<file path="src/rtl/fractal_sync_lock_ctrl.sv">
// Per-port lock-session sequencer with a round-robin, index-aware free arbiter in front of fractal_sync_mp_queue.
// Optional grant-wait timeout monitor: define FRACTAL_SYNC_LOCK_TIMEOUT_EN.
module fractal_sync_lock_ctrl #(
    parameter int  N_PORTS        = 2,
    parameter int  IDX_WIDTH      = 1,
    parameter type element_t      = logic,
    parameter int  TIMEOUT_CYCLES = 1024
) (
    input  logic                 clk_i,
    input  logic                 rst_ni,
    input  logic                 acq_valid_i    [N_PORTS],
    input  logic [IDX_WIDTH-1:0] acq_idx_i      [N_PORTS],
    input  element_t             acq_element_i  [N_PORTS],
    output logic                 acq_ready_o    [N_PORTS],
    output logic                 gnt_o          [N_PORTS],
    output element_t             gnt_element_o  [N_PORTS],
    input  logic                 rel_valid_i    [N_PORTS],
    output logic                 rel_ready_o    [N_PORTS],
    output logic                 err_overflow_o [N_PORTS],
    output logic                 timeout_o      [N_PORTS],
    output logic                 q_lock_o       [N_PORTS],
    output logic                 q_free_o       [N_PORTS],
    output logic [IDX_WIDTH-1:0] q_idx_o        [N_PORTS],
    output logic                 q_idx_valid_o  [N_PORTS],
    output element_t             q_element_o    [N_PORTS],
    input  logic                 q_grant_i      [N_PORTS],
    input  element_t             q_element_i    [N_PORTS],
    input  logic                 q_overflow_i   [N_PORTS]
);

    // Handshakes: acquire transfers when acq_valid_i && acq_ready_o, release when rel_valid_i && rel_ready_o,
    // both on the rising clk_i edge; ready never depends on valid.

    localparam int RR_W = (N_PORTS > 1) ? $clog2(N_PORTS) : 1;

    typedef enum logic [2:0] {
        S_IDLE,
        S_LOCK,
        S_WAIT,
        S_HELD,
        S_FREE
    } state_e;

    state_e                 state_q    [N_PORTS];
    logic [IDX_WIDTH-1:0]   idx_q      [N_PORTS];
    element_t               elem_q     [N_PORTS];
    element_t               gnt_elem_q [N_PORTS];
    logic                   err_q      [N_PORTS];
    logic                   free_sel   [N_PORTS];
    logic [RR_W-1:0]        rr_ptr_q;
    logic [RR_W-1:0]        rr_ptr_d;

`ifdef FRACTAL_SYNC_LOCK_TIMEOUT_EN
    localparam int CNT_W = $clog2(TIMEOUT_CYCLES + 1);
    localparam logic [CNT_W-1:0] CNT_MAX = CNT_W'(TIMEOUT_CYCLES);
    logic [CNT_W-1:0] wait_cnt_q [N_PORTS];
`else
    logic unused_timeout_cfg;
    assign unused_timeout_cfg = ^TIMEOUT_CYCLES;
`endif

    // Scan from rr_ptr_q; a port loses only to an earlier-scanned winner freeing the same index,
    // since the queue would merge same-index frees into a single pop.
    always_comb begin
        int p;
        int q;
        logic conflict;
        rr_ptr_d = rr_ptr_q;
        for (int k = 0; k < N_PORTS; k++) free_sel[k] = 1'b0;
        for (int i = 0; i < N_PORTS; i++) begin
            p = int'(rr_ptr_q) + i;
            if (p >= N_PORTS) p = p - N_PORTS;
            conflict = 1'b0;
            for (int j = 0; j < i; j++) begin
                q = int'(rr_ptr_q) + j;
                if (q >= N_PORTS) q = q - N_PORTS;
                if (free_sel[q] && (idx_q[q] == idx_q[p])) conflict = 1'b1;
            end
            if ((state_q[p] == S_FREE) && !conflict) begin
                free_sel[p] = 1'b1;
                rr_ptr_d    = (p + 1 >= N_PORTS) ? '0 : RR_W'(p + 1);
            end
        end
    end

    always_ff @(posedge clk_i or negedge rst_ni) begin
        if (!rst_ni) begin
            rr_ptr_q <= '0;
            for (int p = 0; p < N_PORTS; p++) begin
                state_q[p]    <= S_IDLE;
                idx_q[p]      <= '0;
                elem_q[p]     <= '0;
                gnt_elem_q[p] <= '0;
                err_q[p]      <= 1'b0;
`ifdef FRACTAL_SYNC_LOCK_TIMEOUT_EN
                wait_cnt_q[p] <= '0;
`endif
            end
        end else begin
            rr_ptr_q <= rr_ptr_d;
            for (int p = 0; p < N_PORTS; p++) begin
                err_q[p] <= 1'b0;
                case (state_q[p])
                    S_IDLE: begin
                        if (acq_valid_i[p]) begin
                            idx_q[p]   <= acq_idx_i[p];
                            elem_q[p]  <= acq_element_i[p];
                            state_q[p] <= S_LOCK;
                        end
                    end
                    S_LOCK: begin
                        if (q_overflow_i[p]) begin
                            err_q[p]   <= 1'b1;
                            state_q[p] <= S_IDLE;
                        end else begin
                            state_q[p] <= S_WAIT;
`ifdef FRACTAL_SYNC_LOCK_TIMEOUT_EN
                            wait_cnt_q[p] <= '0;
`endif
                        end
                    end
                    S_WAIT: begin
                        if (q_grant_i[p]) begin
                            gnt_elem_q[p] <= q_element_i[p];
                            state_q[p]    <= S_HELD;
                        end
`ifdef FRACTAL_SYNC_LOCK_TIMEOUT_EN
                        if (wait_cnt_q[p] != CNT_MAX) wait_cnt_q[p] <= wait_cnt_q[p] + 1'b1;
`endif
                    end
                    S_HELD: begin
                        if (rel_valid_i[p]) state_q[p] <= S_FREE;
                    end
                    S_FREE: begin
                        if (free_sel[p]) state_q[p] <= S_IDLE;
                    end
                    default: state_q[p] <= S_IDLE;
                endcase
            end
        end
    end

    always_comb begin
        for (int p = 0; p < N_PORTS; p++) begin
            acq_ready_o[p]    = (state_q[p] == S_IDLE);
            gnt_o[p]          = (state_q[p] == S_HELD);
            rel_ready_o[p]    = (state_q[p] == S_HELD);
            q_lock_o[p]       = (state_q[p] == S_LOCK);
            q_free_o[p]       = (state_q[p] == S_FREE) && free_sel[p];
            q_idx_valid_o[p]  = (state_q[p] == S_LOCK) || (state_q[p] == S_WAIT)
                              || ((state_q[p] == S_FREE) && free_sel[p]);
            q_idx_o[p]        = idx_q[p];
            q_element_o[p]    = elem_q[p];
            gnt_element_o[p]  = gnt_elem_q[p];
            err_overflow_o[p] = err_q[p];
`ifdef FRACTAL_SYNC_LOCK_TIMEOUT_EN
            timeout_o[p]      = (state_q[p] == S_WAIT) && (wait_cnt_q[p] == CNT_MAX);
`else
            timeout_o[p]      = 1'b0;
`endif
        end
    end

endmodule

</file>
<file path="config.mk">
export PLATFORM = sky130hd
export DESIGN_NAME = fractal_sync_lock_ctrl
export DESIGN_NICKNAME = d
export VERILOG_FILES = /design/src/rtl/fractal_sync_lock_ctrl.sv
export SDC_FILE = /design/constraint.sdc
export NUM_CORES = 1
export LEC_CHECK = 0
export CORE_UTILIZATION = 43
export CTS_CLUSTER_SIZE = 24
export DETAILED_ROUTE_END_ITERATION = 8
export PLACE_DENSITY_LB_ADDON = 0.25
export REMOVE_ABC_BUFFERS = 1
export SKIP_CTS_REPAIR_TIMING = 1
export SKIP_LAST_GASP = 1
export SYNTH_ARGS = -nofsm -noshare
export SYNTH_HDL_FRONTEND = slang
export SYNTH_SLANG_ARGS = --single-unit
</file>
<file path="constraint.sdc">
create_clock -name clk_i -period 5 [get_ports clk_i]
set_clock_uncertainty 0.2 [all_clocks]
set_input_delay 0.75 -clock clk_i [delete_from_list [all_inputs] [get_ports clk_i]]
set_output_delay 0.75 -clock clk_i [all_outputs]
set_load 0.02 [all_outputs]
</file>
==> qor.csv, run 1 <==
metric,value,unit
antenna_left,0,
fin_crit,3.16,ns
n_antenna_cell,0,
synth_top_family_by_area,simple AND/OR/NAND/NOR gates,
cts.htree.levels,1,
via_per_inst,5.03,
portBuffers,35,
crit_path_max_fanout,11,
dp_slack,2.16,ns
hp-class,flip-flop to flip-flop,
die_y,46.0,um
area_delta_synth_final,40.4,%
antenna_found_initial,0,
drc,0,
leakage,0.000478,uW
place_congestion,0.674,
synth_top_flop_cell,dfrtp_1,
rows,15,
synth.distinct_cells,30,
nets,129,
dr.max_layer_used,met4,
p_clk_share,9.2,%
clockRootBuffer,clkbuf_4,
cp-start-kind,flip-flop,
muxShareOfSynthArea,8.11,%
first_iter_violations,8,
crit_family,simple AND/OR/NAND/NOR gates,
drt_wl_total,1780,um
p_seq_share,33.1,%
die_x,46.0,um
arrival,2.21,ns
yosysTopAreaCell,dfrtp_1,
yosysWarnings,0,
wl_per_cell,13.0,um
synth_xor_area_share,3.15,%
rsz0062_at_grt,false,
via_count,689,
synth_simple_gate_area_share,24.5,%
grt_pass1_vias,630,
gr-total-overflow,0,
holdWs,0.312,ns
clkSinkCount,15,
synth_most_common_cell,dfrtp_1,
outcome,"finished, final reports clean",
syn_area,833,um2
layout_setup_ws,1.84,ns
crit_path_end_kind,primary output,
power_density,640,nW/um2
switchingPower,319,uW
swShare,42.6,%
synth_commonest_cells,"15 x dfrtp_1, 7 x nand2_1, 7 x nor2_1",
synth_edf_count,0,
dp_hpwl,1340,um
max_slew_margin,54.4,%
insertion_delay,0.29,ns
finalCritPeriodShare,63.2,%
synthAdderAreaFrac,0,%
syn_inst,82,
crit_chain,or3b_1 -> nor3_4 -> o21ai_0 -> clkdlybuf4s50_1,
synth.avg_cell_area,10.2,um2
max_freq,316,MHz
cts_made_buffers,3,
pwr-share-comb,57.7,%
grt_pass1_wl,2740,um
final_cells,137,
tightest_slew,0.682,ns
drv_cap,0,
synth_top_area_share,45.0,%
worstSetupPathType,flip-flop to primary output,
drtPass1Iterations,4,
die_area,2120,um2
required,4.05,ns
synth-compound-area-share,9.76,%
cts_tree,built,
grt_usage,18.8,%
ys_ff_latch,15,
clk_pin_slew,0.09,ns
route.met2.wl,901,um
ys_top_cells_by_area,"dfrtp_1 45%, mux2_2 8.1%, nor3b_1 5.4%",
critPathBufInv,1,
grt_max_degree,16,
placed_cells,133,
tns,0,ns
ctsLongestPathBuffers,2,
final_core_util,66.3,%
drive_above_1_share,10.7,%
num_io_pins,38,
drt-met1-wl,768,um
met3_length,89,um
slew_violations,0,
critPathMaxStageDelay,0.54,ns
seq_area_frac_synth,45.0,%
irDropWorstVdd,0.403,mV
core_area,1760,um2
setup_viol,0,
async_flop_share,100,%
p_int,429,uW
initial_utilization,47.2,%
slowest_stage,or3b_1,
final-hold-violation-count,0,
area by class of cell:
cell class / count / area, um2
well taps: 25 / 31.3
flip-flops and latches: 15 / 375
fillers: 168 / 594
repair buffers: 35 / 350
clock buffers: 4 / 26.3
multi-input cells: 58 / 387
power groups by stage:
stage	Clock (uW)	Sequential (uW)	Combinational (uW)
6_report	68.9	248	432
4_1_cts	72.1	247	435
3_5_place_dp	0	250	432
3_3_place_gp	0	242	428
5_1_grt	78.4	257	462
2_1_floorplan	0	271	210
worst reg2reg max path: cells and delay by family (launching register included):
kind             cells  cell delay (ns)
and+or+nand+nor      2             0.55
DFF                  1             0.49
muxes                1             0.37
through the flow:
stage	area (um2)	total power (uW)
2_1_floorplan	762	481
3_3_place_gp	1140	670
3_5_place_dp	1140	682
4_1_cts	1170	754
5_1_grt	1170	798
6_report	1170	749
placed cells by master (no fill, tap or decap), types with 3 or more instances in the layout:
cell type        instances
a21oi_1                  5
dfrtp_1                 15
nor3b_1                  6
clkbuf_4                 3
mux2_2                   6
clkdlybuf4s50_1         35
nand2_1                  7
nor2_1                   7
registers in the layout (all words and copies together) (netlist names):
name and flops:
err_overflow_o 2, q_element_o 2, state_q 6, rr_ptr_q 1, gnt_element_o 2, q_idx_o 2
path summary, 6_finish.rpt:
kind	startpoint	endpoint	slack, ns	cells past startpoint
setup / recovery	state_q[3]	q_idx_valid_o[0]	1.84	4
hold / removal	q_element_o[1]	q_element_o[1]	0.31	1
setup reg to reg	state_q[4]	q_element_o[1]	3.27	3
hold reg to reg	q_element_o[1]	q_element_o[1]	0.31	1
max in group asynchronous	rst_ni	gnt_element_o[0]	3.49	1
min in group asynchronous	rst_ni	err_overflow_o[1]	0.67	1
per-layer routing:
layer	GRT usage (%)	vias to the layer above
li1	-	336
met1	21.5	331
met2	32.4	19
met3	5.95	3
met4	6.47	0
met5	0	-
logic make-up (layout without fill, tap and decap cells):
| kind of cell | count (synthesis) | count (layout) |
|---|---|---|
| flip-flops | 15 | 15 |
| AO/OA/AOI/OAI | 13 | 13 |
| AND/OR/NAND/NOR | 34 | 34 |
| XOR/XNOR | 3 | 3 |
| multiplexers | 6 | 6 |
| buffers and inverters | 10 | 39 |
| other | 1 | 2 |
No activity file was read; power rests on OpenSTA's default activity.
==> run 2, diff against run 1 <==
Settings changed: CORE_UTILIZATION 43 to 40.
Clock period 5 ns to 3.3 ns, I/O delays scaled along.
==> qor.csv, run 2 (synthesized netlist as in run 1, its figures left out) <==
metric,value,unit
power_density,965,nW/um2
portBuffers,35,
dp_hpwl,1320,um
critPathBufInv,1,
max_slew_margin,55.0,%
clockRootBuffer,clkbuf_4,
hp-class,flip-flop to flip-flop,
final.fill_count,197,
rsz0062_at_grt,false,
final_core_util,59.8,%
via_per_inst,4.99,
via_count,694,
place_congestion,0.663,
placed_cells,135,
cts_made_buffers,3,
tns,0,ns
antenna_left,0,
insertion_delay,0.28,ns
die_y,47.6,um
grt_max_degree,16,
crit_family,simple AND/OR/NAND/NOR gates,
final_cells,139,
finalCritPeriodShare,87.2,%
core_area,1960,um2
worstSetupPathType,flip-flop to primary output,
power,1130,uW
slew_violations,0,
cts_tree,built,
die_x,47.6,um
ctsLongestPathBuffers,2,
leakage,0.000478,uW
wl_per_cell,11.9,um
largest-register,state_q,
required,2.60,ns
arrival,2.18,ns
grt_pass1_vias,610,
grt_usage,17.4,%
die_area,2270,um2
mostFrequentLayoutCell,clkdlybuf4s50_1,
area_delta_synth_final,40.7,%
final_cell_mix,"35 x clkdlybuf4s50_1, 15 x dfrtp_1, 7 x nor2_1, 7 x nand2_1",
rows,16,
cp-start-kind,flip-flop,
clk_pin_slew,0.09,ns
cts.htree.levels,1,
drv_cap,0,
outcome,"finished, final reports clean",
initial_utilization,42.5,%
final-hold-violation-count,0,
clkSinkCount,15,
num_io_pins,38,
irDropWorstVdd,0.497,mV
first_iter_violations,5,
n_antenna_cell,0,
drt_wl_total,1650,um
tightest_slew,0.673,ns
largest_reg_flops,6,
dp_slack,0.738,ns
max_freq,348,MHz
antenna_found_initial,0,
drc,0,
crit_path_end_kind,primary output,
critPathMaxStageDelay,0.54,ns
grt_pass1_wl,2610,um
slowest_stage,or3b_1,
setup_viol,0,
fin_crit,2.88,ns
gr-total-overflow,0,
drive_above_1_share,10.7,%
crit_chain,or3b_1 -> nor3_4 -> o21ai_0 -> clkdlybuf4s50_1,
drtPass1Iterations,3,
crit_path_max_fanout,11,
layout_setup_ws,0.423,ns
nets,129,
==> run 2: report_power, final <==
| group | switching (uW) | internal [uW] | total (uW) |
|---|---|---|---|
| Clock | 58.7 | 47.0 | 106 |
| Combinational | 314 | 341 | 655 |
| Sequential | 108 | 262 | 370 |
| Total | 481 | 651 | 1130 |
==> run 2: path summary, 6_finish.rpt <==
kind,startpoint,endpoint,slack [ns],cells past startpoint
setup / recovery,state_q[3],q_idx_valid_o[0],0.42,4
hold / removal,q_element_o[0],q_element_o[0],0.32,1
setup reg to reg,state_q[4],q_idx_o[1],1.58,3
hold reg to reg,q_element_o[0],q_element_o[0],0.32,1
max in group asynchronous,rst_ni,state_q[5],2.06,1
min in group asynchronous,rst_ni,gnt_element_o[0],0.41,1
==> run 2: routing by layer <==
| layer | track usage, % | part of all wire, % |
|---|---|---|
| met1 | 20.8 | 40 |
| met2 | 28.2 | 53 |
| met3 | 4.53 | 4.0 |
| met4 | 10.0 | 2.3 |
| met5 | 0 | 0 |
==> run 2: worst reg2reg max path, cell delays in order, from the launching register on <==
cell	delay, ns
dfrtp_1	0.49
nor2b_1	0.18
nor3b_1	0.37
mux2_2	0.38
==> run 2: per-stage QoR <==
step	hold slack [ns]	area, um2
global route	0.335	1170
finish	0.316	1170
global placement	0.292	1150
CTS	0.321	1170
detailed placement	0.300	1150
floorplan	-0.000591	762
==> run 2: final cells by class <==
| cell class | count | area (um2) | area share [%] |
|---|---|---|---|
| Clock buffer | 4 | 26.3 | 2.24 |
| Multi-Input combinational cell | 58 | 387 | 33.0 |
| Sequential cell | 15 | 375 | 32.0 |
| Tap cell | 27 | 33.8 | 2.88 |
| Timing Repair Buffer | 35 | 350 | 29.9 |
